## src/rtl/alu_pkg.sv

```systemverilog
// alu_pkg: opcodes, FSM encoding and the single-cycle ALU function shared by the ALU slice.
package alu_pkg;
  localparam int MAXW = 64;
  localparam logic [3:0] OP_ADD = 4'h0, OP_SUB = 4'h1, OP_AND = 4'h2, OP_OR  = 4'h3;
  localparam logic [3:0] OP_NOT = 4'h4, OP_XOR = 4'h5, OP_NOR = 4'h6, OP_SLL = 4'h7;
  localparam logic [3:0] OP_SRL = 4'h8, OP_SRA = 4'h9, OP_ROL = 4'hA, OP_ROR = 4'hB;
  localparam logic [3:0] OP_EQ  = 4'hC, OP_SLT = 4'hD, OP_MUL = 4'hE, OP_ACC = 4'hF;
  localparam logic [0:0] ST_IDLE = 1'b0, ST_MULT = 1'b1;
  // Operands arrive zero-extended to MAXW; w is the live width. Returns {carry, result}.
  function automatic logic [MAXW:0] alu_calc(input logic [3:0] op, input logic [MAXW-1:0] a,
                                             input logic [MAXW-1:0] b, input int sh,
                                             input logic big, input int w);
    logic [MAXW-1:0] m, sa, sb;
    logic [MAXW:0] s;
    m = (w >= MAXW) ? '1 : ((MAXW'(1) << w) - MAXW'(1));
    sa = |(a & ~(m >> 1)) ? (a | ~m) : a;
    sb = |(b & ~(m >> 1)) ? (b | ~m) : b;
    s = '0;
    case (op)
      OP_ADD: s = {1'b0, a} + {1'b0, b};
      OP_SUB: s = {1'b0, a} + {1'b0, ~b & m} + (MAXW+1)'(1);
      OP_AND: s[MAXW-1:0] = a & b;
      OP_OR:  s[MAXW-1:0] = a | b;
      OP_NOT: s[MAXW-1:0] = ~a;
      OP_XOR: s[MAXW-1:0] = a ^ b;
      OP_NOR: s[MAXW-1:0] = ~(a | b);
      OP_SLL: s[MAXW-1:0] = big ? '0 : a << sh;
      OP_SRL: s[MAXW-1:0] = big ? '0 : a >> sh;
      OP_SRA: s[MAXW-1:0] = $signed(sa) >>> (big ? w - 1 : sh);
      OP_ROL: s[MAXW-1:0] = (a << 1) | (a >> (w - 1));
      OP_ROR: s[MAXW-1:0] = (a >> 1) | (a << (w - 1));
      OP_EQ:  s[0] = a == b;
      OP_SLT: s[0] = $signed(sa) < $signed(sb);
      default: s = '0;
    endcase
    return {(op == OP_ADD || op == OP_SUB) && |(s >> w), s[MAXW-1:0] & m};
  endfunction
endpackage

```

## src/rtl/alu_mul_seq.sv

```systemverilog
// alu_mul_seq: shift-add multiplier, one multiplier bit per cycle; done while count is zero.
module alu_mul_seq #(parameter int WIDTH = 8) (
  input  logic               clk,
  input  logic               reset,
  input  logic               start,
  input  logic [WIDTH-1:0]   a,
  input  logic [WIDTH-1:0]   b,
  output logic               done,
  output logic [2*WIDTH-1:0] product
);
  localparam int CW = $clog2(WIDTH + 1);
  logic [2*WIDTH-1:0] mcand;
  logic [WIDTH-1:0] mplier;
  logic [CW-1:0] count;
  assign done = count == '0;
  // mcand shifts left each step, so it always equals multiplicand << (WIDTH-count)
  always_ff @(posedge clk or posedge reset)
    if (reset) begin
      mcand <= '0;
      mplier <= '0;
      count <= '0;
      product <= '0;
    end else if (start) begin
      mcand <= (2*WIDTH)'(a);
      mplier <= b;
      count <= CW'(WIDTH);
      product <= '0;
    end else if (!done) begin
      product <= mplier[0] ? product + mcand : product;
      mcand <= mcand << 1;
      mplier <= mplier >> 1;
      count <= count - CW'(1);
    end
endmodule

```

## src/rtl/alu_pipe_seq.sv

```systemverilog
// alu_pipe_seq: registered ALU with valid/ready handshakes, sequential multiplier and accumulator.
module alu_pipe_seq import alu_pkg::*; #(
  parameter int WIDTH = 8,
  parameter int SHW = $clog2(WIDTH)
) (
  input  logic             clk,
  input  logic             reset,
  input  logic             in_valid,
  output logic             in_ready,
  input  logic [3:0]       ctrl,
  input  logic [WIDTH-1:0] x,
  input  logic [WIDTH-1:0] y,
  output logic             out_valid,
  input  logic             out_ready,
  output logic [WIDTH-1:0] out,
  output logic             carry,
  output logic             zero
);
  logic [0:0] state;
  logic [WIDTH-1:0] acc, wr_out;
  logic [MAXW:0] r;
  logic [2*WIDTH-1:0] prod;
  logic take, mul_go, mul_done, mul_fin, wr, wr_c, unused_hi;
  assign in_ready = state == ST_IDLE && (!out_valid || out_ready);
  assign take = in_valid && in_ready;
  assign mul_go = take && ctrl == OP_MUL;
  // the multiplier parks at count 0 until the result register can take its product
  assign mul_fin = state == ST_MULT && mul_done && (!out_valid || out_ready);
  assign wr = (take && ctrl != OP_MUL) || mul_fin;
  assign r = alu_calc(ctrl == OP_ACC ? OP_ADD : ctrl, MAXW'(x), MAXW'(ctrl == OP_ACC ? acc : y),
                      int'(y[SHW-1:0]), y >= WIDTH'(WIDTH), WIDTH);
  assign wr_out = mul_fin ? prod[WIDTH-1:0] : r[WIDTH-1:0];
  assign wr_c = mul_fin ? |prod[2*WIDTH-1:WIDTH] : r[MAXW];
  assign unused_hi = ^(r[MAXW-1:0] >> WIDTH);
  alu_mul_seq #(.WIDTH(WIDTH)) u_mul (
    .clk(clk), .reset(reset), .start(mul_go), .a(x), .b(y), .done(mul_done), .product(prod)
  );
  always_ff @(posedge clk or posedge reset)
    if (reset) begin
      state <= ST_IDLE;
      out <= '0;
      carry <= 1'b0;
      zero <= 1'b1;
      out_valid <= 1'b0;
      acc <= '0;
    end else begin
      if (wr) begin
        out <= wr_out;
        carry <= wr_c;
        zero <= wr_out == '0;
      end
      out_valid <= wr || (out_valid && !out_ready);
      if (take && ctrl == OP_ACC) acc <= r[WIDTH-1:0];
      state <= mul_go ? ST_MULT : mul_fin ? ST_IDLE : state;
    end
endmodule
```

## config.mk

```make
export PLATFORM = sky130hd
export DESIGN_NAME = alu_pipe_seq
export DESIGN_NICKNAME = d
export VERILOG_FILES = /design/src/rtl/alu_pkg.sv /design/src/rtl/alu_mul_seq.sv /design/src/rtl/alu_pipe_seq.sv
export SDC_FILE = /design/constraint.sdc
export NUM_CORES = 1
export LEC_CHECK = 0
export CAP_MARGIN = 10
export CORE_ASPECT_RATIO = 1.4
export CORE_UTILIZATION = 55
export CTS_CLUSTER_DIAMETER = 80
export DETAILED_ROUTE_END_ITERATION = 10
export GPL_TIMING_DRIVEN = 0
export PLACE_DENSITY = 0.78
export REMOVE_ABC_BUFFERS = 1
export SYNTH_ARGS = -nofsm -noshare
export SYNTH_HDL_FRONTEND = slang
export SYNTH_HIERARCHICAL = 1
export SYNTH_SLANG_ARGS = --single-unit
```

## constraint.sdc

```tcl
create_clock -name clk -period 2.9 [get_ports clk]
set_input_delay 0.29 -clock clk [delete_from_list [all_inputs] [get_ports clk]]
set_output_delay 0.29 -clock clk [all_outputs]
set_load 0.01 [all_outputs]
```

==> impl_metrics.csv <==
group,metric,value,unit
route,drc,0,
critical_path,critPathArrivalTime,3.45,ns
synthesis,yosys-top-cells-area,"dfrtp_1 26%, ha_1 9.1%, nand2_1 5.9%, a21oi_1 5.1%, mux2i_1 4.7%",
placement,gp_congestion,1.01,
synthesis,async_flop_share,1.00,
timing,setup_viol,5,
cells_and_area,finish.utilization,0.683,
outcome,violations,"negative setup slack",
clock_network,cts_buffer_depth,2,
placement,place_ws,-2.27,ns
clock_network,numCtsBuffers,9,
route,ant_nets,0,
floorplan,initial_core_util,0.573,
route,drtIter0Drc,517,
placement,io_buffer_count,35,
clock_network,path_clk_slew,0.05,ns
critical_path,worstReg2RegStart,"acc[0]",
critical_path,ff2ff_path_depth,11,
route,post_drt_wl_per_cell,21.5,microns
floorplan,fp.coreArea,10500,sq um
synthesis,yosysTopAreaCell,"dfrtp_1",
timing,fin_tns_setup,-0.548,ns
critical_path,start_kind,"input pin",
global_route,grt_usage,0.347,
global_route,grt_antenna_before_repair,0,
timing,rsz0062_at_grt,"true",
critical_path,critical_path_class,"input pin to register",
power,p_leak,3.09,nW
synthesis,syn_inst,742,
critical_path,path_max_fanout,5,
route,via_per_inst,6.84,
cells_and_area,drive_gt1_frac,0.170,
route,first_pass_iters,7,
cells_and_area,antennaDiodeCount,0,
power,ir_drop,0.282,mV
clock_network,insertion_delay,0.33,ns
floorplan,die-area,11400,sq um
global_route,grt_first_pass_wirelength,31400,microns
synthesis,synth-seq-cells,64,
cells_and_area,syn2layout_area_growth,19.3,%
timing,slew_viol_final,0,
floorplan,fp-row-count,44,
timing,finalClockSkew,0.00622,ns
route,vias,6227,
synthesis,syn_avg_cell_area,8.11,sq um
critical_path,worstReg2RegEnd,"zero",
cells_and_area,layout_common_cells,"91 x nand2_1, 63 x dfrtp_1, 59 x a21oi_1, 57 x nor2_1, 43 x o21ai_0",
cells_and_area,layout_commonest_cell,"nand2_1",
synthesis,yosysSeqAreaShare,0.266,
global_route,grt_overflow,0,
cells_and_area,nNetsFinal,839,
synthesis,synth_ff_type,"dfrtp_1",
timing,fin_crit_sh,1.11,
clock_network,hold_buffers,0,
synthesis,synth_warnings,6,
clock_network,cts_tree,"yes",
clock_network,root_buffer,"clkbuf_16",
timing,postLayoutSetupSlackWorst,-0.309,ns
run,drv_cap,0,
synthesis,synth-edff-count,0,
timing,relSlewSlack,0.321,
floorplan,fp.dieW,90.4,microns
synthesis,synth_cell_type_count,91,
outcome,status,"finished with violations",
placement,hpwl,13700,microns
critical_path,cp-end-kind,"register",
route,wl,19500,microns
critical_path,ff2ff_setup_slack,-0.23,ns
power,powerDensity,679,nW/um^2
critical_path,worstPathRequired,3.14,ns
timing,finalHoldViolations,0,
worst_hold_path,min_path_type,"input pin to asynchronous set/reset pin",
synthesis,yosys.area.top_type_share,0.262,
timing,max_freq,0.312,GHz
power,p_total,0.00488,W
clock_network,cts_max_level,3,
global_route,grt_pass1_vias,6125,
floorplan,die_h,126,microns
timing,min_period,3.21,ns
synthesis,synth_area,6020,sq um
floorplan,io_pins,36,
timing,worstMarginPinSlew,1.02,ns
clock_network,clock_sinks,64,
global_route,grt_max_degree,50,
-- registers in the layout (all words and copies together) (netlist names) --
register	flops
u_mul/mplier	8
u_mul/count	4
out	8
out_valid	1
u_mul/mcand	16
u_mul/product	16
zero	1
acc	8
carry	1
state	1
-- cell usage after synthesis, drive strengths merged, types with 6 or more instances --
| cell type | n |
|---|---|
| nand2 | 95 |
| dfrtp | 63 |
| a21oi | 61 |
| nor2 | 61 |
| o21ai | 50 |
| ha | 44 |
| inv | 37 |
| clkbuf | 31 |
| mux2i | 28 |
| a211oi | 18 |
| nor3 | 17 |
| buf | 15 |
| a21o | 12 |
| o211ai | 12 |
| xnor2 | 11 |
| nand3 | 9 |
| nand3b | 9 |
| a22o | 8 |
| nor2b | 8 |
| o22ai | 8 |
| a22oi | 7 |
| mux2 | 7 |
| o31ai | 7 |
| nor4 | 6 |
| o21a | 6 |
| or3 | 6 |
-- layout make-up --
| cell class | instances | area [sq um] |
|---|---|---|
| Multi-Input combinational cell | 595 | 4380 |
| Fill cell | 863 | 3330 |
| Sequential cell | 64 | 1600 |
| Timing Repair Buffer | 59 | 568 |
| Clock buffer | 12 | 267 |
| Tap cell | 138 | 173 |
| Inverter | 38 | 148 |
| Clock inverter | 3 | 40.0 |
| Timing Repair inverter | 1 | 5.00 |
-- kinds of logic (layout without fill, tap and decap cells) --
family,Yosys count,after routing,synth area share
muxes,39,39,0.0752
buffers and inverters,84,113,0.0559
adders and majority gates,47,47,0.101
DFF,64,64,0.266
xor gates and xnor gates,14,14,0.0204
AOI/OAI and AO/OA,244,244,0.280
and+or+nand+nor,250,251,0.201
-- metrics by stage --
step,hold WS (ns),std cells,area (sq um)
final,0.210,910,7180
after global routing,0.243,910,7180
after CTS,0.206,907,7100
after detailed placement,0.478,871,6400
after global placement,0.481,869,6350
after floorplan,0.253,696,5830
-- layer usage --
metal	vias to the layer above	GRT usage	wire length, microns
met5	-	0	0
li1	2785	-	-
met3	114	0.0417	1290
met4	0	0.246	1550
met2	333	0.593	9430
met1	2995	0.404	7260
-- critical path, stage by stage --
cell and delay (ns):
buf_12 0.11, ha_4 0.17, and3_4 0.22, nor2_2 0.08, a21o_1 0.17, ha_4 0.16, inv_2 0.03, fa_1 0.48
a22oi_2 0.22, o21ai_1 0.07, or3_1 0.38, or4_4 0.45, a22oi_2 0.21, o2111ai_2 0.16, o31ai_2 0.24
-- how the worst max path moves through the flow --
stage                                    to  slack (ns)       from  cells after the start
after global placement    u_mul/product[12]       -2.69    ctrl[1]                      7
after detailed placement               zero       -2.27       y[2]                     13
final                                  zero       -0.31    ctrl[3]                     15
after global routing                   zero       -0.44    ctrl[3]                     15
after floorplan           u_mul/product[12]       -0.68  out_valid                      7
after CTS                              zero       -0.22    ctrl[3]                     15
-- power breakdown --
group / internal (W) / switching (W)
Clock: 0.000726 / 0.000358
Sequential: 0.00124 / 0.000312
Combinational: 0.000989 / 0.00125
-- timing repair --
item / CTS / global route
gates cloned: 2 / 0
gates resized for setup: 117 / 14
setup buffers: 19 / 3
endpoints found under the setup margin: 23 / 11
pin swaps: 17 / 9
Power figures use the tool's default switching activity.
==> edit 1 (same flow settings) <==
`WIDTH` is set to 8 in 2 places; all go to 16.
--- a/src/rtl/alu_mul_seq.sv
+++ b/src/rtl/alu_mul_seq.sv
@@ -1,5 +1,5 @@
 // alu_mul_seq: shift-add multiplier, one multiplier bit per cycle; done while count is zero.
-module alu_mul_seq #(parameter int WIDTH = 8) (
+module alu_mul_seq #(parameter int WIDTH = 16) (
   input  logic               clk,
   input  logic               reset,
   input  logic               start,
--- a/src/rtl/alu_pipe_seq.sv
+++ b/src/rtl/alu_pipe_seq.sv
@@ -1,6 +1,6 @@
 // alu_pipe_seq: registered ALU with valid/ready handshakes, sequential multiplier and accumulator.
 module alu_pipe_seq import alu_pkg::*; #(
-  parameter int WIDTH = 8,
+  parameter int WIDTH = 16,
   parameter int SHW = $clog2(WIDTH)
 ) (
   input  logic             clk,
Ports: changed (resized out, x and y); port bits go from 36 to 60. No check against the original RTL was run, so the function may have changed too.
==> edit 1 against the unedited design <==
Power up 100%; wire length increased to 2.9 times the old value; count of clock-buffer cells in the layout increased by 8; sequential power rose by 85%; cell count is 130% higher; sequential cell count up 57; worst setup slack lost 0.64 ns; hold slack got worse by 0.026 ns; clock skew is 0.0010 ns higher; the run still ends with setup timing left; cell area grew 130%; critical path depth is 5 higher; combinational power rose by 120%; critical endpoint unchanged; area after synthesis is 120% higher.
==> edit 1: results (changes against the unedited design) <==
| Metric | Value |
|---|---|
| Failing checks | `setup timing` |
| # clk buffers | `20 (+8)` |
| Detailed Place HPWL | `37,800 um (+180%)` |
| Final Setup Violations | `34 (+29)` |
| Yosys cell types | `104 (+14%)` |
| Finished Layout Cells | `2,076 (+130%)` |
| Setup Skew | `0.00724 ns (+0.00102 ns)` |
| Largest regs | `u_mul/mcand (32), u_mul/product (32)` |
| Share of layout cells above drive strength 1 | `24.0% (+7.0 points)` |
| Outcome | `finished with violations` |
| Final nets | `1,884 (+120%)` |
| Fill cells | `1,845 (+110%)` |
| CP startpoint | `ctrl[2]` |
| Metal-1 WL | `19,100 um (+160%)` |
| Setup TNS | `-13.81 ns (-13.27 ns)` |
| Vias/cell | `7.25 (+5.9%)` |
| Register area share after synthesis | `23.1% (-3.5 points)` |
| Max VDD drop | `0.542 mV (+92%)` |
| Worst Reg-to-Reg Cells | `14 (+3)` |
| Met2 WL | `26,500 um (+180%)` |
| Initial antenna violation count | `1 (+1)` |
| Number of global-route vias before repair | `14.4k (+140%)` |
| Maximum number of pins on one net before global-route repair | `71 (+42%)` |
| Overall routing resource usage | `46.4% (+12 points)` |
| Max Used Layer | `met5` |
| Final WS setup | `-0.945 ns (-0.636 ns)` |
| Leading post-synthesis cells by cell area | `dfrtp_1, ha_1, nand2_1, a21oi_1, mux2i_1` |
| Worst-path fanout max | `6 (+1)` |
| ClkCell Share | `3.64% (-0.63 points)` |
| Clock sink total | `121 (+89%)` |
| Wire per inst | `27.4 um (+28%)` |
| Commonest cells in the netlist | `nand2_1, a21oi_1, dfrtp_1` |
| Global placer's final weighted congestion | `1.06 (+5.3%)` |
| Non-CTS inverters | `74 (+90%)` |
| First-pass GRT wire length | `85,400 um (+170%)` |
| Clock Latency Late Sink | `0.43 ns (+0.10 ns)` |
| Non-clock buffer share | `10.4% (+2.5 points)` |
| Crit path DAT | `4.21 ns (+0.76 ns)` |
| P_leak | `6.79 nW (+120%)` |
| Port Buffers | `59 (+69%)` |
| Syn Area/Cell | `7.74 um2 (-4.6%)` |
| DRT Pass-1 Iters | `8 (+1)` |
| Multi-In Gates | `1,372 (+130%)` |
| H-tree levels | `4 (+1)` |
| Iter 0 DRT Violations | `1,791 (+250%)` |
| Plain + repair buffers | `171 (+190%)` |
| FF-to-FF setup slack | `-0.86 ns (-0.63 ns)` |
| Sequential share of cell area | `18.5% (-3.8 points)` |
| Met3 wire len | `5400 um (+320%)` |
-- edit 1: cell count changes in the layout (fill, tap and decap cells not counted), moves of 18 or more --
cell / delta
a21oi_1: +75
buf_4: +56
buf_6: +22
dfrtp_1: +56
ha_1: +29
inv_1: +31
mux2i_1: +33
nand2_1: +164
nand3_1: +23
nor2_1: +45
o211ai_1: +18
o21ai_0: +53
-- edit 1: repair_timing --
item | CTS | global route
setup buffers | 85 | 16
setup endpoints to repair | 121 | 44
pin swaps | 71 | 43
endpoints found under the hold margin | 0 | 0
gates resized for setup | 304 | 73
cloned | 3 | 0
-- edit 1: per-stage QoR --
step | utilization (%) | worst slack (ns) | hold WS, ns | power (mW) | instance area [um2]
2_1_floorplan | - | -3.32 | 0.411 | 5.48 | 12500
3_3_place_gp | 57.9 | -7.95 | 0.483 | 6.80 | 13500
3_5_place_dp | 58.9 | -3.70 | 0.496 | 6.96 | 13700
4_1_cts | 68.4 | -0.701 | 0.180 | 9.54 | 15900
5_1_grt | 70.4 | -0.977 | 0.195 | 10.4 | 16400
6_report | 70.4 | -0.945 | 0.184 | 9.93 | 16400
-- edit 1: per-layer routing --
| metal | vias up | GRT usage [%] |
|---|---|---|
| met4 | 2 | 40.3 |
| met2 | 1070 | 76.5 |
| met1 | 7169 | 49.9 |
| met3 | 397 | 11.1 |
| met5 | - | 0 |
| li1 | 6413 | - |
-- edit 1: cells by family (layout without fill, tap and decap cells) --
kind of cell,after synthesis,count (layout),synth area share [%]
DFF,121,121,23.1
xor gates and xnor gates,22,22,1.47
adders and majority gates,87,87,8.49
and+or+nand+nor,621,623,23.2
muxes,98,98,9.40
buffers and inverters,201,277,6.53
AOI/OAI and AO/OA,542,542,27.8
-- edit 1: critical path, stage by stage --
cell      delay, ns
buf_12         0.08
ha_4           0.20
and3_4         0.30
buf_12         0.12
buf_6          0.08
buf_6          0.08
a21o_4         0.14
inv_4          0.05
ha_4           0.31
buf_6          0.11
nor3_4         0.03
o31a_1         0.32
buf_4          0.15
or3_4          0.40
nand3_1        0.10
a21oi_1        0.13
or4_4          0.61
a211oi_2       0.28
o2111a_1       0.27
a32o_1         0.14
-- edit 1: where the power goes --
| part | switching [mW] | internal, mW |
|---|---|---|
| sequential | 0.557 | 2.30 |
| combinational | 2.88 | 2.02 |
| clock | 0.805 | 1.37 |
-- edit 1: worst max path at each step --
stage / end / slack [ns] / depth (start not counted)
global placement: u_mul/product[29]$_DFFE_PP0P_ / -7.95 / 8
detailed placement: zero$_DFFE_PP1P_ / -3.70 / 16
floorplan: u_mul/product[29]$_DFFE_PP0P_ / -3.32 / 8
global route: zero$_DFFE_PP1P_ / -0.98 / 20
finish: zero$_DFFE_PP1P_ / -0.95 / 20
CTS: zero$_DFFE_PP1P_ / -0.70 / 14
==> edit 2 (config.mk and constraints unchanged) <==
Without the edit above. Make the reset (`reset`) synchronous in 2 clocked blocks.
--- a/src/rtl/alu_mul_seq.sv
+++ b/src/rtl/alu_mul_seq.sv
@@ -14,7 +14,7 @@
   logic [CW-1:0] count;
   assign done = count == '0;
   // mcand shifts left each step, so it always equals multiplicand << (WIDTH-count)
-  always_ff @(posedge clk or posedge reset)
+  always_ff @(posedge clk)
     if (reset) begin
       mcand <= '0;
       mplier <= '0;
--- a/src/rtl/alu_pipe_seq.sv
+++ b/src/rtl/alu_pipe_seq.sv
@@ -35,7 +35,7 @@
   alu_mul_seq #(.WIDTH(WIDTH)) u_mul (
     .clk(clk), .reset(reset), .start(mul_go), .a(x), .b(y), .done(mul_done), .product(prod)
   );
-  always_ff @(posedge clk or posedge reset)
+  always_ff @(posedge clk)
     if (reset) begin
       state <= ST_IDLE;
       out <= '0;
Behaviour: differs if reset is asserted again (counterexample within 4 cycles, from zero or initial values and one cycle with reset high); with reset held inactive, the same outputs for 10 cycles.
==> edit 2 against the unedited design <==
The flow still finishes with violations (setup timing); cell area down 3.6%; synthesized cell count up 9.3%; first-iteration DRC count down 16%; worst setup slack better by 0.15 ns; utilization down 2.5 points; sequential share of layout area down 3.8 points; sequential cell count unchanged; wire length up 6.3%; global-route usage up 1.4 points; cell count up 5.1%; area after synthesis down 0.37%; critical path type unchanged; largest cell class unchanged.
Power is not compared: it rests on default switching activity, and its combinational part moved more than twofold at a synthesized area within 25%.
==> edit 2: results (changes against the unedited design) <==
| Metric | Value |
|---|---|
| FF-to-FF setup slack | `0.04 ns (+0.27 ns)` |
| Worst slack at placement | `-2.67 ns (-0.400 ns)` |
| Register area share after synthesis | `21.4% (-5.3 points)` |
| Yosys cell types | `85 (-6.6%)` |
| # clk buffers | `10 (-2)` |
| DRT Pass-1 Iters | `6 (-1)` |
| Multi-input gate area in the final layout | `4540 um2 (+3.6%)` |
| Fill cells | `923 (+7.0%)` |
| Power Total | `3.02 mW` |
| Final WS setup | `-0.159 ns (+0.150 ns)` |
| Worst Reg-to-Reg Cells | `10 (-1)` |
| Crit-path max cell delay | `0.45 ns (-0.03 ns)` |
| Final Setup Violations | `4 (-1)` |
| Detailed Place HPWL | `15,100 um (+10%)` |
| Overall routing resource usage | `36.2% (+1.4 points)` |
| Outcome | `finished with violations` |
| Non-CTS inverters | `33 (-15%)` |
| Non-clock buffer share | `7.59% (-0.32 points)` |
| Post-Synth Adder-Cell Area | `9.97% (-0.17 points)` |
| Failing checks | `setup timing` |
| Maximum number of pins on one net before global-route repair | `38 (-24%)` |
| Multi-In Gates | `656 (+10%)` |
| Fraction of registers with async set/reset | `0% (-100 points)` |
| Leading post-synthesis cells by cell area | `dfxtp_1, ha_1, nand2_1, a21oi_1, nor2_1` |
| Compound-cell area share of the yosys netlist | `28.7% (+0.71 points)` |
| Reg2reg start | `u_mul/count[0]$_SDFFE_PP0N_` |
| Synth Area in XOR/XNOR | `1.90% (-0.14 points)` |
| Crit path DAT | `3.30 ns (-0.15 ns)` |
| ClkCell Share | `3.96% (-0.31 points)` |
| Post-CTS Setup Inserts | `7 (-12)` |
| Max_slew headroom | `29.1% (-3.1 points)` |
| Post-CTS sizing | `112 (-4.3%)` |
| Share of layout cells above drive strength 1 | `15.2% (-1.8 points)` |
| Crit path max-delay family | `compound AO/OA/AOI/OAI gates` |
| Seq. cell area | `1280 um2 (-20%)` |
| Hold Slack | `0.402 ns (+0.192 ns)` |
| Worst min-delay path category | `input port to register` |
| Final nets | `883 (+5.2%)` |
| Setup Skew | `0.00383 ns (-0.00239 ns)` |
| First-pass GRT wire length | `32,100 um (+2.2%)` |
| Plain + repair buffers | `49 (-17%)` |
| Total wire length | `20,800 um (+6.3%)` |
## edit 2: how the worst max path moves through the flow
stage | startpoint | endpoint | slack, ns | cells after the start
final | ctrl[3] | zero$_SDFFE_PP1P_ | -0.16 | 15
after detailed placement | y[1] | zero$_SDFFE_PP1P_ | -2.67 | 14
after floorplan | ctrl[2] | zero$_SDFFE_PP1P_ | -0.55 | 14
after CTS | ctrl[3] | zero$_SDFFE_PP1P_ | -0.15 | 15
after global placement | y[1] | zero$_SDFFE_PP1P_ | -2.62 | 14
after global routing | ctrl[3] | zero$_SDFFE_PP1P_ | -0.26 | 15
## edit 2: stage by stage
stage	std cells	setup TNS (ns)	instance area (um2)
3_3_place_gp	926	-86.92	6210
4_1_cts	951	-0.314	6780
3_5_place_dp	928	-39.09	6270
5_1_grt	956	-0.779	6920
2_1_floorplan	753	-2.56	5690
6_report	956	-0.302	6920
## edit 2: per-layer routing
layer  track usage (%)  part of all wire (%)
met3              4.01                   6.3
met1              37.3                    35
met5                 0                     0
met2              65.9                    51
met4              28.4                   7.9
